===== config.mk =====
export PLATFORM = sky130hd
export DESIGN_NAME = pwm_gate_driver
export DESIGN_NICKNAME = d
export VERILOG_FILES = /design/src/rtl/pwm_gate_driver.sv
export SDC_FILE = /design/constraint.sdc
export NUM_CORES = 1
export LEC_CHECK = 0
export CORE_MARGIN = 1.5
export CORE_UTILIZATION = 42
export DETAILED_ROUTE_END_ITERATION = 12
export GPL_TIMING_DRIVEN = 0
export HOLD_SLACK_MARGIN = 0.05
export RECOVER_POWER = 50
export SLEW_MARGIN = 0
export SYNTH_ARGS = -nofsm -noshare
export SYNTH_HDL_FRONTEND = slang
export SYNTH_SLANG_ARGS = --single-unit
export TNS_END_PERCENT = 20

===== constraint.sdc =====
create_clock -name clock -period 2.5 [get_ports clock]
set_input_delay 0.75 -clock clock [delete_from_list [all_inputs] [get_ports clock]]
set_output_delay 0.75 -clock clock [all_outputs]
set_load 0.02 [all_outputs]

===== src/rtl/pwm_gate_driver.sv =====
// Half-bridge gate driver: dead-time insertion, minimum pulse widths and a latched overcurrent fault.
// Optional bootstrap precharge on enable, selected by defining BOOTSTRAP_PRECHARGE_EN.
module pwm_gate_driver #(
    parameter int DEAD_CYCLES      = 20,
    parameter int MIN_PULSE        = 10,
    parameter int FAULT_HOLD       = 2000,
    parameter int PRECHARGE_CYCLES = 4000
) (
    input  logic clock,
    input  logic reset,
    input  logic pwm_in,
    input  logic en_in,
    input  logic ocp,
    input  logic fault_clr,
    output logic gate_h,
    output logic gate_l,
    output logic fault,
    output logic active
);

    typedef enum logic [2:0] {
        ST_OFF       = 3'd0,
        ST_LOW       = 3'd1,
        ST_DEAD_TO_H = 3'd2,
        ST_HIGH      = 3'd3,
        ST_DEAD_TO_L = 3'd4,
        ST_FAULT     = 3'd5
    } state_t;

    localparam logic [15:0] DEAD_LAST = 16'(DEAD_CYCLES - 1);
    localparam logic [15:0] MIN_LAST  = 16'(MIN_PULSE - 1);
    localparam logic [15:0] HOLD_LAST = 16'(FAULT_HOLD - 1);
    localparam logic [15:0] PRE_LAST  = 16'(PRECHARGE_CYCLES - 1);
    localparam logic [15:0] CNT_MAX   = 16'hFFFF;

`ifdef BOOTSTRAP_PRECHARGE_EN
    localparam logic PRECHARGE_ON = 1'b1;
`else
    localparam logic PRECHARGE_ON = 1'b0;
`endif

    state_t      state_r;
    state_t      next_s;
    logic [15:0] cnt_r;
    logic        restart_s;
    logic        ocp_meta_r;
    logic        ocp_sync_r;
    // Set once the high side has conducted since the low side last did; OFF must then cover the dead time.
    logic        h_used_r;
    logic        precharge_r;

    // Two-flop synchroniser for the asynchronous overcurrent comparator.
    always_ff @(posedge clock) begin
        if (reset) begin
            ocp_meta_r <= 1'b0;
            ocp_sync_r <= 1'b0;
        end else begin
            ocp_meta_r <= ocp;
            ocp_sync_r <= ocp_meta_r;
        end
    end

    // Next-state decision with priority ocp > disable > normal sequencing.
    always_comb begin
        next_s    = state_r;
        restart_s = 1'b0;
        if (ocp_sync_r) begin
            next_s = ST_FAULT;
        end else if (!en_in && (state_r != ST_FAULT)) begin
            next_s = ST_OFF;
        end else begin
            case (state_r)
                ST_OFF: begin
                    if (!h_used_r || (cnt_r >= DEAD_LAST)) next_s = ST_LOW;
                    else                                    next_s = ST_OFF;
                end
                ST_LOW: begin
                    if (precharge_r) begin
                        // Precharge done: restart the counter so the minimum on-time starts afresh.
                        if (cnt_r >= PRE_LAST) restart_s = 1'b1;
                        else                   restart_s = 1'b0;
                    end else if (pwm_in && (cnt_r >= MIN_LAST)) begin
                        next_s = ST_DEAD_TO_H;
                    end else begin
                        next_s = ST_LOW;
                    end
                end
                ST_DEAD_TO_H: begin
                    if (!pwm_in)                 next_s = ST_LOW;
                    else if (cnt_r == DEAD_LAST) next_s = ST_HIGH;
                    else                         next_s = ST_DEAD_TO_H;
                end
                ST_HIGH: begin
                    if (!pwm_in && (cnt_r >= MIN_LAST)) next_s = ST_DEAD_TO_L;
                    else                                next_s = ST_HIGH;
                end
                ST_DEAD_TO_L: begin
                    if (pwm_in)                  next_s = ST_HIGH;
                    else if (cnt_r == DEAD_LAST) next_s = ST_LOW;
                    else                         next_s = ST_DEAD_TO_L;
                end
                ST_FAULT: begin
                    if (fault_clr && (cnt_r >= HOLD_LAST)) next_s = ST_OFF;
                    else                                   next_s = ST_FAULT;
                end
                default: next_s = ST_OFF;
            endcase
        end
    end

    // State, counter and outputs all registered on the same edge, outputs decoded from the next state.
    always_ff @(posedge clock) begin
        if (reset) begin
            state_r     <= ST_OFF;
            cnt_r       <= 16'd0;
            h_used_r    <= 1'b0;
            precharge_r <= 1'b0;
            gate_h      <= 1'b0;
            gate_l      <= 1'b0;
            fault       <= 1'b0;
            active      <= 1'b0;
        end else begin
            state_r <= next_s;
            if ((next_s != state_r) || restart_s) cnt_r <= 16'd0;
            else if (cnt_r != CNT_MAX)            cnt_r <= cnt_r + 16'd1;
            else                                  cnt_r <= cnt_r;

            if (next_s == ST_HIGH)     h_used_r <= 1'b1;
            else if (next_s == ST_LOW) h_used_r <= 1'b0;
            else                       h_used_r <= h_used_r;

            if (PRECHARGE_ON && (state_r == ST_OFF) && (next_s == ST_LOW)) precharge_r <= 1'b1;
            else if ((next_s != ST_LOW) || restart_s)                      precharge_r <= 1'b0;
            else                                                           precharge_r <= precharge_r;

            gate_h <= (next_s == ST_HIGH);
            gate_l <= (next_s == ST_LOW);
            fault  <= (next_s == ST_FAULT);
            active <= (next_s == ST_LOW) || (next_s == ST_DEAD_TO_H) ||
                      (next_s == ST_HIGH) || (next_s == ST_DEAD_TO_L);
        end
    end

endmodule


==> results.json <==
{
  "grt.total_usage": 0.174,
  "power_frac_comb": 0.141,
  "p_int_mw": 0.636,
  "relSlewSlack": 0.583,
  "antenna_found_initial": 0,
  "busiest_layer": "met2",
  "clock_path_buffers": 2,
  "end_kind": "flop",
  "grt_pass1_wl_um": 5630,
  "gp_congestion": 0.868,
  "synth_ff_type": "dfxtp_1",
  "initial_core_util": 0.447,
  "route.vias.total": 1273,
  "ant_nets": 0,
  "synth_edf_count": 0,
  "use_met3": 0.0411,
  "setup_violations": 0,
  "num_antenna_cells": 0,
  "drt-initial-drc-count": 117,
  "avgSynthCellArea_um2": 9.03,
  "cts_hold_buf": 0,
  "worst_pin_slew_ns": 0.625,
  "cts_tree": "built",
  "root_buffer": "clkbuf_4",
  "totalWireLength_um": 3160,
  "switching_share": 0.251,
  "layout_common_cells": "dfxtp_1 (26), nor3_1 (11), nor2_1 (10), nand3_1 (10), nor3_2 (10)",
  "yosys_register_bits": 26,
  "pwr-share-clk": 0.347,
  "grt_use_met1": 0.223,
  "synth_area_leaders": "dfxtp_1 (34%), nor3_2 (6.6%), nor3_1 (3.6%)",
  "synthArstFlopShare": 0,
  "final.setup_skew_ns": 0.00675,
  "p_seq_frac": 0.512,
  "syn_to_final_growth_pct": 11.8,
  "powerDensity_mw_per_mm2": 498,
  "first_pass_iters": 4,
  "synth_top_area_cell": "dfxtp_1",
  "hold_viol_final": 0,
  "vias_per_cell": 5.63,
  "core.rowCount": 21,
  "switchingPower_mw": 0.213,
  "io_pins": 10,
  "core_area_mm2": 0.00342,
  "layout_commonest_cell": "dfxtp_1",
  "die_w_um": 63.3,
  "rsz0062_at_grt": "no",
  "die-height_um": 63.3,
  "io_buffers": 7,
  "fp.dieArea_mm2": 0.00400,
  "required_ns": 2.74,
  "synth_cell_types": 52,
  "path_max_fanout": 10,
  "use_met2": 0.295,
  "holdWs_ns": 0.460,
  "cts_setup_buffers": 0,
  "total_power_mw": 0.850,
  "synth_top_area_frac": 0.341,
  "clkLatencyLatePin_ns": 0.33,
  "drv_cap": 0,
  "fin_crit_sh": 0.945,
  "post_drt_wl_per_cell_um": 14.0,
  "clkTransAtPathRegs_ns": 0.15,
  "max_freq_mhz": 423,
  "hpwl_um": 2370,
  "cts-resized-gates": 0,
  "synth_nets": 178,
  "cts_htree_levels": 1,
  "cts.sinks": 26,
  "leakagePower_nw": 0.562,
  "syn-cell-area_mm2": 0.00153,
  "drive_gt1_frac": 0.139,
  "hold_class": "reg -> reg",
  "setup_tns_ns": 0,
  "yosysWarnings": 0,
  "crit_type": "reg -> reg",
  "irDropWorstVdd_v": 0.000289,
  "synth_cells": 169,
  "crit_arrival_ns": 2.60,
  "startpoint_type": "flop",
  "maxSlewViolCount": 0,
  "status": "finished, final reports clean",
  "numCtsBuffers": 3,
  "grt_pass1_vias": 1225,
  "yosysSeqAreaShare": 0.341,
  "grt_max_degree": 16,
  "drc_errors": 0,
  "nets": 190,
  "grt-ovfl-total": 0,
  "min_period_ns": 2.36
}
-- power groups by stage --
stage | Clock, mW | Combinational (mW) | Sequential (mW)
2_1_floorplan | 0 | 0.0881 | 0.446
4_1_cts | 0.305 | 0.123 | 0.435
5_1_grt | 0.323 | 0.134 | 0.437
6_report | 0.295 | 0.120 | 0.435
3_5_place_dp | 0 | 0.122 | 0.444
3_3_place_gp | 0 | 0.119 | 0.444
-- logic make-up after synthesis --
family,synth area share
simple gates,0.314
compound gates,0.173
flops,0.341
buf+inv,0.0525
xor+xnor,0.0689
mux,0.0262
fa+ha+maj,0.0246
-- path summary, 6_finish.rpt --
kind                            depth (start not counted)          to  slack, ns       start
worst min-delay path                                    1  ocp_sync_r       0.46  ocp_meta_r
worst min register to register                          1  ocp_sync_r       0.46  ocp_meta_r
worst max-delay path                                    8   cnt_r[14]       0.14    cnt_r[0]
worst max register to register                          8   cnt_r[14]       0.14    cnt_r[0]
-- per-layer routing --
layer	share of wire	vias up
met1	0.48	605
met5	0	-
met2	0.48	16
li1	-	648
met3	0.033	4
met4	0.0098	0
-- synthesized netlist by cell type, types with 2 or more instances --
cell,n
nand3_1,10
ha_1,3
nor3_1,11
nand3b_1,2
mux2i_1,4
inv_1,8
nor2_1,10
dfxtp_1,26
nand2b_1,3
a21oi_1,8
nor4_1,3
o21ai_0,4
and2_1,2
nor2b_1,3
nand4_1,6
nand4b_1,2
xor2_1,6
xnor2_1,6
nor3_2,10
and3_1,2
clkbuf_1,5
nand2_1,5
-- through the flow --
step / util / area, µm² / setup slack (ns) / cells
finish: 0.500 / 1710 / 0.138 / 226
floorplan: - / 1530 / 0.402 / 169
global placement: 0.484 / 1650 / -0.0496 / 222
CTS: 0.500 / 1710 / 0.139 / 226
detailed placement: 0.484 / 1650 / -0.0658 / 222
global route: 0.500 / 1710 / 0.00649 / 226
-- critical path, cell delays in order (launching register included) --
cell and delay, ns:
dfxtp_1 0.44, ha_1 0.29, and4bb_2 0.25, nand4_1 0.14, a2111oi_0 0.44, a31o_2 0.23
a31o_4 0.22, buf_6 0.18, nor3_2 0.06
-- area by class of cell --
type,count,area [µm²]
fillers,350,1710
flip-flops and latches,26,520
multi-input cells,127,926
plain buffers,8,50.0
clock buffers,3,22.5
inverters,8,30.0
well taps,46,57.6
clock inverters,1,30.0
repair buffers,7,70.1
-- sequential cells by signal, summed over array words and instances (netlist names) --
register and count:
ocp_meta_r 1, cnt_r 16, gate_h 1, h_used_r 1, gate_l 1, ocp_sync_r 1
active 1, fault 1, state_r 3
No activity file was read; power rests on OpenSTA's default activity.
==> variant 1 (same settings) <==
Register the inputs `pwm_in`, `en_in`, `ocp` and `fault_clr` before use, without a reset. The logic sees them one clock later.
--- a/src/rtl/pwm_gate_driver.sv
+++ b/src/rtl/pwm_gate_driver.sv
@@ -33,6 +33,18 @@
     localparam logic [15:0] PRE_LAST  = 16'(PRECHARGE_CYCLES - 1);
     localparam logic [15:0] CNT_MAX   = 16'hFFFF;
 
+    logic pwm_q;
+    logic en_q;
+    logic ocp_q;
+    logic fault_clr_q;
+
+    always_ff @(posedge clock) begin
+        pwm_q       <= pwm_in;
+        en_q        <= en_in;
+        ocp_q       <= ocp;
+        fault_clr_q <= fault_clr;
+    end
+
 `ifdef BOOTSTRAP_PRECHARGE_EN
     localparam logic PRECHARGE_ON = 1'b1;
 `else
@@ -55,7 +67,7 @@
             ocp_meta_r <= 1'b0;
             ocp_sync_r <= 1'b0;
         end else begin
-            ocp_meta_r <= ocp;
+            ocp_meta_r <= ocp_q;
             ocp_sync_r <= ocp_meta_r;
         end
     end
@@ -66,7 +78,7 @@
         restart_s = 1'b0;
         if (ocp_sync_r) begin
             next_s = ST_FAULT;
-        end else if (!en_in && (state_r != ST_FAULT)) begin
+        end else if (!en_q && (state_r != ST_FAULT)) begin
             next_s = ST_OFF;
         end else begin
             case (state_r)
@@ -79,28 +91,28 @@
                         // Precharge done: restart the counter so the minimum on-time starts afresh.
                         if (cnt_r >= PRE_LAST) restart_s = 1'b1;
                         else                   restart_s = 1'b0;
-                    end else if (pwm_in && (cnt_r >= MIN_LAST)) begin
+                    end else if (pwm_q && (cnt_r >= MIN_LAST)) begin
                         next_s = ST_DEAD_TO_H;
                     end else begin
                         next_s = ST_LOW;
                     end
                 end
                 ST_DEAD_TO_H: begin
-                    if (!pwm_in)                 next_s = ST_LOW;
+                    if (!pwm_q)                 next_s = ST_LOW;
                     else if (cnt_r == DEAD_LAST) next_s = ST_HIGH;
                     else                         next_s = ST_DEAD_TO_H;
                 end
                 ST_HIGH: begin
-                    if (!pwm_in && (cnt_r >= MIN_LAST)) next_s = ST_DEAD_TO_L;
+                    if (!pwm_q && (cnt_r >= MIN_LAST)) next_s = ST_DEAD_TO_L;
                     else                                next_s = ST_HIGH;
                 end
                 ST_DEAD_TO_L: begin
-                    if (pwm_in)                  next_s = ST_HIGH;
+                    if (pwm_q)                  next_s = ST_HIGH;
                     else if (cnt_r == DEAD_LAST) next_s = ST_LOW;
                     else                         next_s = ST_DEAD_TO_L;
                 end
                 ST_FAULT: begin
-                    if (fault_clr && (cnt_r >= HOLD_LAST)) next_s = ST_OFF;
+                    if (fault_clr_q && (cnt_r >= HOLD_LAST)) next_s = ST_OFF;
                     else                                   next_s = ST_FAULT;
                 end
                 default: next_s = ST_OFF;
Behaviour: not the same (a bounded check fails within 4 cycles, from zero or initial values and one cycle with reset high).
==> variant 1 against the unedited design <==
  * Non-clock buffer count rose by 1
  * Sequential cell count rose by 4
  * Cell area rose by 11%
  * Routed wire length fell by 1.2%
  * Largest cell class unchanged
  * Utilization rose by 1.7 points
  * Sequential share of layout area rose by 1.3 points
  * Synthesized area rose by 5.2%
  * Die area rose by 5.0%
  * Largest power group is now clock
  * Worst setup slack improved by 0.023 ns
  * Total power rose by 45%
  * Sequential power rose by 16%
  * Worst hold slack got worse by 0.024 ns
  * Synthesized cell count rose by 2.4%
==> variant 1: results (changes against the unedited design) <==
Timing
  – Clock skew: 0.00549 ns (-0.00127 ns)
  – Worst slew margin: 0.581 (-0.00182)

Yosys
  – Seq/Total Area, Yosys: 0.374 (+0.0328)
  – Synthesized Nets: 182 (+2.2%)
  – Top cells by area, synth: dfxtp_1, nor3_2, nor3_1, xnor2_1, xor2_1
  – Mapped Avg Cell Area: 9.29 um^2 (+2.8%)

Power and ir drop
  – Clk pwr: 0.000609 W (+110%)
  – Flop pwr share: 0.410 (-0.102)
  – Tot Pwr: 0.00123 W (+45%)
  – LEAKAGE: 0.642 nW (+14%)
  – Internal Power: 0.000966 W (+52%)
  – Max IR drop VDD: 0.350 mV (+21%)

Cells and area
  – Layout cells sized above 1: 0.164 (+0.0251)
  – Signal buffers: 16 (+1)
  – Clkbuf count: 6 (+3)
  – Clock tree cell share of total cell area: 0.0753 (+0.0446)
  – NumNets Final: 197 (+3.7%)
  – Reg area: 602 um^2 (+16%)

Placed design
  – Placed Cells: 229 (+3.2%)
  – Worst slack, placed: 0.130 ns (+0.196 ns)
  – Hpwl dp: 2280 um (-3.8%)
  – Placement-stage cell area: 1750 um^2 (+5.6%)

CTS
  – H-Tree Depth: 2 (+1)
  – CTS buffer count: 5 (+2)
  – Clk_lat worst skew: 0.28 ns (-0.05 ns)
  – Sink Count: 30 (+15%)
  – Worst-path clk slew: 0.06 ns (-0.09 ns)

Drt
  – DRT Wirelength: 3130 um (-1.2%)
  – DR iter-0 viols: 59 (-50%)
  – Routed vias: 1298 (+2.0%)

GRT
  – Vias in the first global route: 1202 (-1.9%)
  – First-pass GRT wire length: 5450 um (-3.2%)
  – All-Layer GR Usage: 0.167 (-0.00723)

Worst setup path
  – Worst r2r dst: cnt_r[8]
  – Worst path arrival time: 2.51 ns (-0.09 ns)
  – R2R Setup Slk: 0.16 ns (+0.02 ns)
  – Crit Reg-Reg Startpoint: cnt_r[1]
  – Setup crit end: cnt_r[8]

Outcome
  – Status: finished clean

Die
  – Die span in x: 64.8 um (+2.5%)
-- variant 1: changes by cell type after synthesis, sizes merged --
| cell | before | now |
|---|---|---|
| dfxtp | 26 | 30 |
-- variant 1: logic make-up after synthesis --
group	after synthesis	share of synthesized area
AO/OA/AOI/OAI	32	0.164
XOR/XNOR	12	0.0654
adder cells (fa/ha/maj)	3	0.0234
buffers and inverters	16	0.0498
flip-flops	30	0.374
multiplexers	4	0.0249
AND/OR/NAND/NOR	76	0.298
-- variant 1: critical path, cell delays in order, from the launching register on --
cell and delay (ns):
dfxtp_1 0.41, ha_2 0.26, and4bb_2 0.24, nand4_1 0.15, a2111oi_0 0.46, a31o_2 0.24
a31o_4 0.23, buf_6 0.18, nor3_2 0.06
-- variant 1: metal layers --
layer / up-vias / global-route usage / share of wire
met5: - / 0 / 0
met4: 0 / 0.0585 / 0.011
met3: 4 / 0.0521 / 0.035
met2: 24 / 0.249 / 0.44
met1: 596 / 0.226 / 0.51
li1: 674 / - / -
==> variant 2 (config.mk and constraints unchanged) <==
Made on the original files. The parameter `DEAD_CYCLES` goes from 20 to 10.
--- a/src/rtl/pwm_gate_driver.sv
+++ b/src/rtl/pwm_gate_driver.sv
@@ -1,7 +1,7 @@
 // Half-bridge gate driver: dead-time insertion, minimum pulse widths and a latched overcurrent fault.
 // Optional bootstrap precharge on enable, selected by defining BOOTSTRAP_PRECHARGE_EN.
 module pwm_gate_driver #(
-    parameter int DEAD_CYCLES      = 20,
+    parameter int DEAD_CYCLES      = 10,
     parameter int MIN_PULSE        = 10,
     parameter int FAULT_HOLD       = 2000,
     parameter int PRECHARGE_CYCLES = 4000
Function: same outputs for any inputs over 10 cycles, from zero or initial values and one cycle with reset high; that may be too few to reach the edited logic, so the function may still have changed.
==> variant 2 against the unedited design <==
  * The run now ends with negative setup slack left
  * Global-route usage is 2.8 points higher
  * Worst setup slack got worse by 0.33 ns
  * First-iteration DRC count is 21% lower
  * Sequential cell count stayed put
  * Critical path depth unchanged
  * Synthesized cell count grew 22%
  * Synthesized area up 5.4%
  * Total power increased by 17%
  * Non-clock buffer count up 13
  * Fmax down 12%
  * Cell area grew 23%
  * Routed wire length rose by 28%
  * Critical endpoint is now cnt_r[15]
  * Largest power group unchanged
==> variant 2: results (changes against the unedited design) <==
CTS
  – H-Tree Depth: 1 (unchanged)
  – Clock root buffer master: clkbuf_8
  – Clk_lat worst skew: 0.28 ns (-0.05 ns)
  – CTS buffer count: 3 (unchanged)
  – CTS max path bufs: 2 (unchanged)
  – Worst-path clk slew: 0.10 ns (-0.05 ns)

Yosys
  – Top FF cell, synth: dfxtp_1
  – Seq/Total Area, Yosys: 0.323 (-0.0175)
  – EDFF count, synth: 0 (unchanged)
  – Top post-synthesis cells by count: nor2_1, dfxtp_1, nand2_1, nand3_1
  – Yosys cell types: 50 (-3.8%)
  – Ys Warns: 0 (unchanged)
  – Synthesized Nets: 215 (+21%)
  – Ys async rst share: 0 (unchanged)
  – Top cells by area, synth: dfxtp_1, nor2_1, nand2_1, nand3_1, a31oi_1

Placed design
  – Hpwl dp: 2810 um (+18%)
  – Worst slack, placed: -0.624 ns (-0.558 ns)
  – GPL Wtd Cong: 0.813 (-6.3%)
  – Port Buffers: 8 (+1)

Drt
  – Drt pass-1 iters: 4 (unchanged)
  – Routed vias: 1584 (+24%)
  – DR iter-0 viols: 92 (-21%)
  – DRT Wirelength: 4060 um (+28%)

Power and ir drop
  – Max IR drop VDD: 0.380 mV (+32%)
  – LEAKAGE: 0.760 nW (+35%)

Worst setup path
  – Slowest Stage Delay on Critical Path: 0.52 ns (+0.08 ns)
  – CP max FO: 8 (-2)
  – Slowest cell on the critical path: or4_4

Outcome
  – Failing checks: negative setup slack
  – Status: finished with violations

Worst hold path
  – Tightest Hold Check Type: reg -> reg

GRT
  – First-pass GRT wire length: 6630 um (+18%)
  – Initial antenna violation count: 0 (unchanged)
  – All-Layer GR Usage: 0.203 (+0.0285)
  – Vias in the first global route: 1514 (+24%)
  – Largest net degree at the start of global routing: 16 (unchanged)

Timing
  – Clock skew: 0.0130 ns (+0.00625 ns)
  – Worst slew margin: 0.585 (+0.00184)
  – Setup violators final: 18 (+18)
  – Setup WS post-layout: -0.193 ns (-0.331 ns)
  – Setup TNS: -2.87 ns (-2.87 ns)

Cells and area
  – Biggest regs: cnt_r x16, state_r x3
  – Layout cells sized above 1: 0.227 (+0.0882)
  – # fillers: 330 (-5.7%)
  – NumNets Final: 239 (+26%)
  – Diode count: 0 (unchanged)
[variant 2: cell count changes after synthesis, sizes merged, moves of 4 or more]
cell	unedited run	this run
or3	0	4
nor4	4	0
nand2b	3	7
nor2	10	28
nand2	5	19
or4	0	4
a31oi	1	8
nor3	21	8
and3	3	8
[variant 2: repair_timing]
item / 4_1_cts / 5_1_grt
gates resized for setup: 29 / 12
setup endpoints to repair: 24 / 23
hold endpoints to repair: 0 / 0
pin swaps: 10 / 7
gates cloned: 2 / 0
setup buffers: 8 / 2
[variant 2: final timing paths]
| path | end | start | slack, ns | cells past startpoint |
|---|---|---|---|---|
| min | ocp_sync_r | ocp_meta_r | 0.45 | 1 |
| min reg2reg | ocp_sync_r | ocp_meta_r | 0.45 | 1 |
| max reg2reg | cnt_r[15] | cnt_r[8] | -0.19 | 8 |
| max | cnt_r[15] | cnt_r[8] | -0.19 | 8 |
[variant 2: worst max-delay path: cells and delay by family (launching register included)]
| family | cells | cell delay [ns] |
|---|---|---|
| AOI/OAI and AO/OA | 2 | 0.45 |
| xor gates and xnor gates | 1 | 0.15 |
| buffers and inverters | 1 | 0.17 |
| DFF | 1 | 0.33 |
| and+or+nand+nor | 4 | 1.51 |
[variant 2: cells by family after synthesis]
group | count (synthesis) | share of synthesized area
xor gates and xnor gates | 8 | 0.0482
DFF | 26 | 0.323
AOI/OAI and AO/OA | 40 | 0.174
muxes | 2 | 0.0132
adders and majority gates | 3 | 0.0233
and+or+nand+nor | 112 | 0.375
buffers and inverters | 15 | 0.0428
[variant 2: layout make-up]
type                       count  area, um^2  area share
inverter                       6        22.5      0.0108
sequential                    26         524       0.250
clock inverter                 1        30.0      0.0143
clock buffer                   3        41.3      0.0197
timing repair buffer          20         181      0.0867
tap                           48        60.1      0.0287
multi-input combinational    165        1180       0.566
buffer                         8        48.8      0.0233
[variant 2: report_power, final]
group	total (W)	leakage [nW]	internal (W)	switching, W
Sequential	0.000432	0.212	0.000424	0.00000803
Clock	0.000351	0.0357	0.000214	0.000137
Combinational	0.000213	0.512	0.000101	0.000112
Total	0.000996	0.760	0.000740	0.000256
[variant 2: through the flow]
stage	cells	power [W]	cell area, um^2	utilization
6_report	277	0.000996	2090	0.572
5_1_grt	277	0.00104	2090	0.572
2_1_floorplan	206	0.000544	1630	-
4_1_cts	276	0.000989	2040	0.558
3_5_place_dp	262	0.000587	1770	0.485
3_3_place_gp	262	0.000583	1770	0.485
[variant 2: routing by layer]
metal  part of all wire  track usage  wire (um)
met1               0.44        0.229       1790
met5                  0            0          0
met2               0.50        0.374       2050
met3              0.038       0.0382        153
met4              0.018       0.0745         75
